## src/rtl/rv_lsu_bus_adapter.sv

```systemverilog
// Load/store adapter: turns the single-cycle dmem port into a req/ack bus access
// with byte lanes, stalls the pipeline until completion and formats load data.
module rv_lsu_bus_adapter #(
    parameter int unsigned TIMEOUT_CYC = 255
) (
    input  logic        i_lsu_clk,
    input  logic        i_lsu_rstn,
    input  logic        i_lsu_dmem_re,
    input  logic        i_lsu_dmem_we,
    input  logic [31:0] i_lsu_dmem_a,
    input  logic [31:0] i_lsu_dmem_wd,
    input  logic [2:0]  i_lsu_dmem_bytectrl,
    output logic [31:0] o_lsu_dmem_rd,
    output logic        o_lsu_stall,
    output logic        o_lsu_err,
    output logic        o_lsu_bus_req,
    output logic        o_lsu_bus_we,
    output logic [31:0] o_lsu_bus_addr,
    output logic [3:0]  o_lsu_bus_be,
    output logic [31:0] o_lsu_bus_wdata,
    input  logic        i_lsu_bus_ack,
    input  logic [31:0] i_lsu_bus_rdata
);

    typedef enum logic [1:0] {S_IDLE, S_REQ, S_DONE} state_t;

    state_t      state_q;
    logic        req_q, we_q, to_q;
    logic [29:0] addr_q;
    logic [3:0]  be_q;
    logic [31:0] wdata_q, cap_q;
    logic [7:0]  cnt_q;
    logic [1:0]  off_q;
    logic [2:0]  f3_q;

    logic        access, illegal, misal, bad;
    logic [3:0]  be_d;
    logic [31:0] wdata_d;
    logic [7:0]  sel_b;
    logic [15:0] sel_h;
    logic [31:0] fmt;

    assign access  = i_lsu_dmem_re | i_lsu_dmem_we;
    assign illegal = (i_lsu_dmem_bytectrl == 3'b011) || (i_lsu_dmem_bytectrl == 3'b110) ||
                     (i_lsu_dmem_bytectrl == 3'b111);
    assign misal   = ((i_lsu_dmem_bytectrl[1:0] == 2'b01) && i_lsu_dmem_a[0]) ||
                     ((i_lsu_dmem_bytectrl[1:0] == 2'b10) && (i_lsu_dmem_a[1:0] != 2'b00));
    assign bad     = illegal | misal;

    always_comb begin
        be_d    = 4'b1111;
        wdata_d = '0;
        if (i_lsu_dmem_we) begin
            wdata_d = i_lsu_dmem_wd;
            case (i_lsu_dmem_bytectrl[1:0])
                2'b00: begin
                    be_d    = 4'b0001 << i_lsu_dmem_a[1:0];
                    wdata_d = {4{i_lsu_dmem_wd[7:0]}};
                end
                2'b01: begin
                    be_d    = i_lsu_dmem_a[1] ? 4'b1100 : 4'b0011;
                    wdata_d = {2{i_lsu_dmem_wd[15:0]}};
                end
                default: be_d = 4'b1111;
            endcase
        end
    end

    // Load formatting works on the latched offset/size, never on live inputs.
    always_comb begin
        case (off_q)
            2'd0:    sel_b = cap_q[7:0];
            2'd1:    sel_b = cap_q[15:8];
            2'd2:    sel_b = cap_q[23:16];
            default: sel_b = cap_q[31:24];
        endcase
        sel_h = off_q[1] ? cap_q[31:16] : cap_q[15:0];
        case (f3_q)
            3'b000:  fmt = {{24{sel_b[7]}}, sel_b};
            3'b100:  fmt = {24'd0, sel_b};
            3'b001:  fmt = {{16{sel_h[15]}}, sel_h};
            3'b101:  fmt = {16'd0, sel_h};
            default: fmt = cap_q;
        endcase
    end

    always_ff @(posedge i_lsu_clk or negedge i_lsu_rstn) begin
        if (!i_lsu_rstn) begin
            state_q <= S_IDLE;
            req_q   <= 1'b0;
            we_q    <= 1'b0;
            to_q    <= 1'b0;
            addr_q  <= '0;
            be_q    <= '0;
            wdata_q <= '0;
            cap_q   <= '0;
            cnt_q   <= '0;
            off_q   <= '0;
            f3_q    <= '0;
        end else begin
            case (state_q)
                S_IDLE: begin
                    to_q  <= 1'b0;
                    cnt_q <= '0;
                    if (access && !bad) begin
                        req_q   <= 1'b1;
                        we_q    <= i_lsu_dmem_we;
                        addr_q  <= i_lsu_dmem_a[31:2];
                        be_q    <= be_d;
                        wdata_q <= wdata_d;
                        off_q   <= i_lsu_dmem_a[1:0];
                        f3_q    <= i_lsu_dmem_bytectrl;
                        state_q <= S_REQ;
                    end
                end
                S_REQ: begin
                    if (i_lsu_bus_ack) begin
                        cap_q   <= i_lsu_bus_rdata;
                        req_q   <= 1'b0;
                        state_q <= S_DONE;
                    end else if (cnt_q == 8'(TIMEOUT_CYC - 1)) begin
                        cap_q   <= '0;
                        req_q   <= 1'b0;
                        to_q    <= 1'b1;
                        state_q <= S_DONE;
                    end else begin
                        cnt_q <= cnt_q + 8'd1;
                    end
                end
                S_DONE:  state_q <= S_IDLE;
                default: state_q <= S_IDLE;
            endcase
        end
    end

    assign o_lsu_stall     = ((state_q == S_IDLE) && access && !bad) || (state_q == S_REQ);
    assign o_lsu_err       = ((state_q == S_IDLE) && access && bad) || ((state_q == S_DONE) && to_q);
    assign o_lsu_dmem_rd   = (state_q == S_DONE) ? fmt : '0;
    assign o_lsu_bus_req   = req_q;
    assign o_lsu_bus_we    = we_q;
    assign o_lsu_bus_addr  = {addr_q, 2'b00};
    assign o_lsu_bus_be    = be_q;
    assign o_lsu_bus_wdata = wdata_q;

endmodule
```

## config.mk

```make
export PLATFORM = sky130hd
export DESIGN_NAME = rv_lsu_bus_adapter
export DESIGN_NICKNAME = d
export VERILOG_FILES = /design/src/rtl/rv_lsu_bus_adapter.sv
export SDC_FILE = /design/constraint.sdc
export NUM_CORES = 1
export LEC_CHECK = 0
export ABC_AREA = 1
export CAP_MARGIN = 20
export CORE_AREA = 2 2 180 111
export CTS_CLUSTER_SIZE = 20
export DETAILED_ROUTE_END_ITERATION = 6
export DIE_AREA = 0 0 182 113
export PLACE_DENSITY_LB_ADDON = 0.25
export SYNTH_ARGS = -nofsm -noshare
export SYNTH_HDL_FRONTEND = slang
export SYNTH_SLANG_ARGS = --single-unit
```

## constraint.sdc

```tcl
create_clock -name i_lsu_clk -period 1.4 [get_ports i_lsu_clk]
set_input_delay 0.14 -clock i_lsu_clk [delete_from_list [all_inputs] [get_ports i_lsu_clk]]
set_output_delay 0.14 -clock i_lsu_clk [all_outputs]
set_load 0.01 [all_outputs]
```

==> results.ini <==
[setup_path]
critPathCaptureType = output port
start_kind = register
path_max_fanout = 8
crit_chain = nor3_1, nand3_2, nand3_4, nand2_4, buf_12, buf_4, nor2_4, buf_2
cp.arrival_ns = 1.90
critical_path_class = reg -> out
critPathSlowestCell = dfrtp_1
critPathMaxStageDelay_ns = 0.43
cp.required_ns = 1.26

[timing]
setup_ws_ns = -0.637
skew_ns = 0.0109
worst_pin_slew_ns = 0.519
rsz0062_at_grt = true
min_period_over_period_pct = 145
min_period_ns = 2.04
drv_slew = 0
hold_viol = 0
setup_tns_ns = -36.75
slew_headroom_pct = 65.4
fmax_ghz = 0.491
setup_violations = 150

[floorplanning]
dieWidth_um = 182
io_pins = 208
rows = 39
initial_core_util_pct = 29.7
coreArea_um2 = 18800
fp.dieH_um = 113
die_area_um2 = 20600

[cts]
clk_pin_slew_ns = 0.06
clock-root-buffer = clkbuf_16
cts_buffers = 17
cts_tree = built
clkSinkCount = 116
cts-htree-levels = 4
clkLatencyLatePin_ns = 0.42
cts_max_path_buffers = 2

[synth]
syn_area_per_cell_um2 = 7.82
synth_edf_count = 0
synth_top_flop_cell = dfrtp_1
yosys.area_share.simple_pct = 28.9
ys_top_cells_by_count = 238 x nand2_1, 116 x dfrtp_1, 71 x nand3_1, 61 x nor2_1, 48 x o21ai_0
synth_top_family_by_area = simple AND/OR/NAND/NOR gates
synth_compound_area_share_pct = 11.6
synth_cell_types = 30
synth_mux_area_share_pct = 0
ys_seq_elements = 116
ys.warnings.count = 0
synth_xor_area_share_pct = 0.469
syn_inst = 716
synth_fa_ha_area_share_pct = 0.447
async_flop_share_pct = 100
synth.most_common_cell = nand2_1
synth_area_leaders = dfrtp_1 52%, nand2_1 16%, nand3_1 6.3%
yosysTopAreaCell = dfrtp_1
ys_seq_area_share_pct = 51.8
yosysTopAreaCellShare_pct = 51.8
syn_area_um2 = 5600

[detailed_routing]
vias = 6377
viasPerCell = 4.91
drt-total-wl_mm = 23.6
wl_per_cell_um = 18.1
first_iter_violations = 500
drc = 0
drtAntennaViolNets = 0
firstDrtPassIters = 7

[layout]
multi_input_area_um2 = 3500
area_growth_pct = 100
layout.cells.non_filler = 1300
diodes = 0
utilization_pct = 59.6
nNetsFinal = 1147
drive_gt1_share_pct = 43.3
regArea_um2 = 2900
stdcell_area_um2 = 11200
nFillCells = 1618

[grt]
grt_pass1_vias = 6360
grt_max_degree = 84
grt.overflow.total = 0
grt_usage_pct = 22.8
antenna_found_initial = 0
grt_first_pass_wirelength_mm = 36.1

[hold_path]
worstHoldPathType = in -> reg

[job]
drv_cap = 0

[placement]
dp_hpwl_mm = 14.2
gp_congestion = 0.808
numPortBuffers = 205
dp.cells = 1213
postPlaceCellArea_um2 = 8610

[power_and_ir_drop]
p_per_area_nw_per_um2 = 1630
p_leak_nw = 5.49
finalPower_mw = 18.3
ir_worst_vdd_mv = 0.803

[status]
violations = setup timing
status = finished with violations

==> through the flow <==
step | hold slack, ns | setup slack, ns
3_3_place_gp | 0.222 | -0.531
2_1_floorplan | -0.156 | -0.00140
5_1_grt | 0.249 | -0.713
6_report | 0.252 | -0.637
4_1_cts | 0.239 | -0.631
3_5_place_dp | 0.229 | -0.574
==> metal layers <==
layer | part of all wire (%) | up-vias | wire [um] | track usage (%)
met5 | 0 | - | 0 | 0
met4 | 0.84 | 0 | 199 | 5.00
met3 | 7.8 | 17 | 1840 | 7.08
met2 | 44 | 246 | 10300 | 33.2
met1 | 48 | 3092 | 11300 | 33.3
li1 | - | 3022 | - | -
==> layout by cell type, fill, tap and decap left out, drive strengths merged, types with 2 or more instances in the layout <==
cell and n:
nand2 243, buf 170, dfrtp 116, clkdlybuf4s50 102, o21ai 87, nand3 74
dlygate4sd2 68, nor2 64, inv 41, clkbuf 24, a21oi 23, o221ai 8
nand4 7, bufinv 4, clkinvlp 4, clkinv 4, xor2 3, ha 2
conb 2
==> path summary, 6_finish.rpt <==
kind,from,end,slack [ns],depth (start not counted)
hold / removal,i_lsu_dmem_a[4],addr_q[2]$_DFFE_PN0P_,0.25,3
min in group asynchronous,i_lsu_rstn,cap_q[30]$_DFFE_PN0P_,0.29,3
setup reg to reg,state_q[0]$_DFFE_PN0P_,o_lsu_bus_wdata[8]$_DFFE_PN0P_,-0.24,11
setup / recovery,f3_q[2]$_DFFE_PN0P_,o_lsu_dmem_rd[25],-0.64,8
hold reg to reg,addr_q[24]$_DFFE_PN0P_,addr_q[24]$_DFFE_PN0P_,0.48,2
max in group asynchronous,i_lsu_rstn,addr_q[9]$_DFFE_PN0P_,0.68,3
==> cell type report <==
class | instances | share of cell area (%)
clock buffer | 20 | 4.16
clock inverter | 12 | 1.58
inverter | 41 | 1.55
multi-input combinational | 519 | 31.2
sequential | 116 | 25.9
tap | 246 | 2.74
timing repair buffer | 346 | 32.9
==> sequential cells by signal (all words and copies together), names as in the netlist <==
signal,cells
o_lsu_bus_wdata,32
addr_q,30
state_q,2
off_q,2
cap_q,32
f3_q,3
to_q,1
o_lsu_bus_we,1
cnt_q,8
o_lsu_bus_req,1
o_lsu_bus_be,4
==> critical path, delay by kind of cell (launching register included) <==
kind	cells	cell delay (ns)
flip-flops	1	0.43
AND/OR/NAND/NOR	5	0.64
buffers and inverters	3	0.40
==> report_power, final <==
group	total, mW	switching [mW]	internal (mW)	leakage (nW)
registers	5.53	1.04	4.49	1.47
logic	8.01	4.08	3.94	3.71
clock network	4.80	1.69	3.12	0.304
total	18.3	6.80	11.5	5.49
==> kinds of logic after synthesis <==
| family | after synthesis |
|---|---|
| adders and majority gates | 2 |
| buffers and inverters | 83 |
| AOI/OAI and AO/OA | 122 |
| xor gates and xnor gates | 3 |
| other | 1 |
| DFF | 116 |
| and+or+nand+nor | 389 |
==> repair_timing <==
| item | CTS | global route |
|---|---|---|
| endpoints found under the setup margin | 216 | 150 |
| setup buffers | 30 | 10 |
| resized for setup | 400 | 219 |
| pin swaps | 44 | 62 |
| hold buffers | 1 | 0 |
| cloned | 22 | 4 |
| hold endpoints to repair | 116 | 0 |
(Power assumes the default switching activity.)
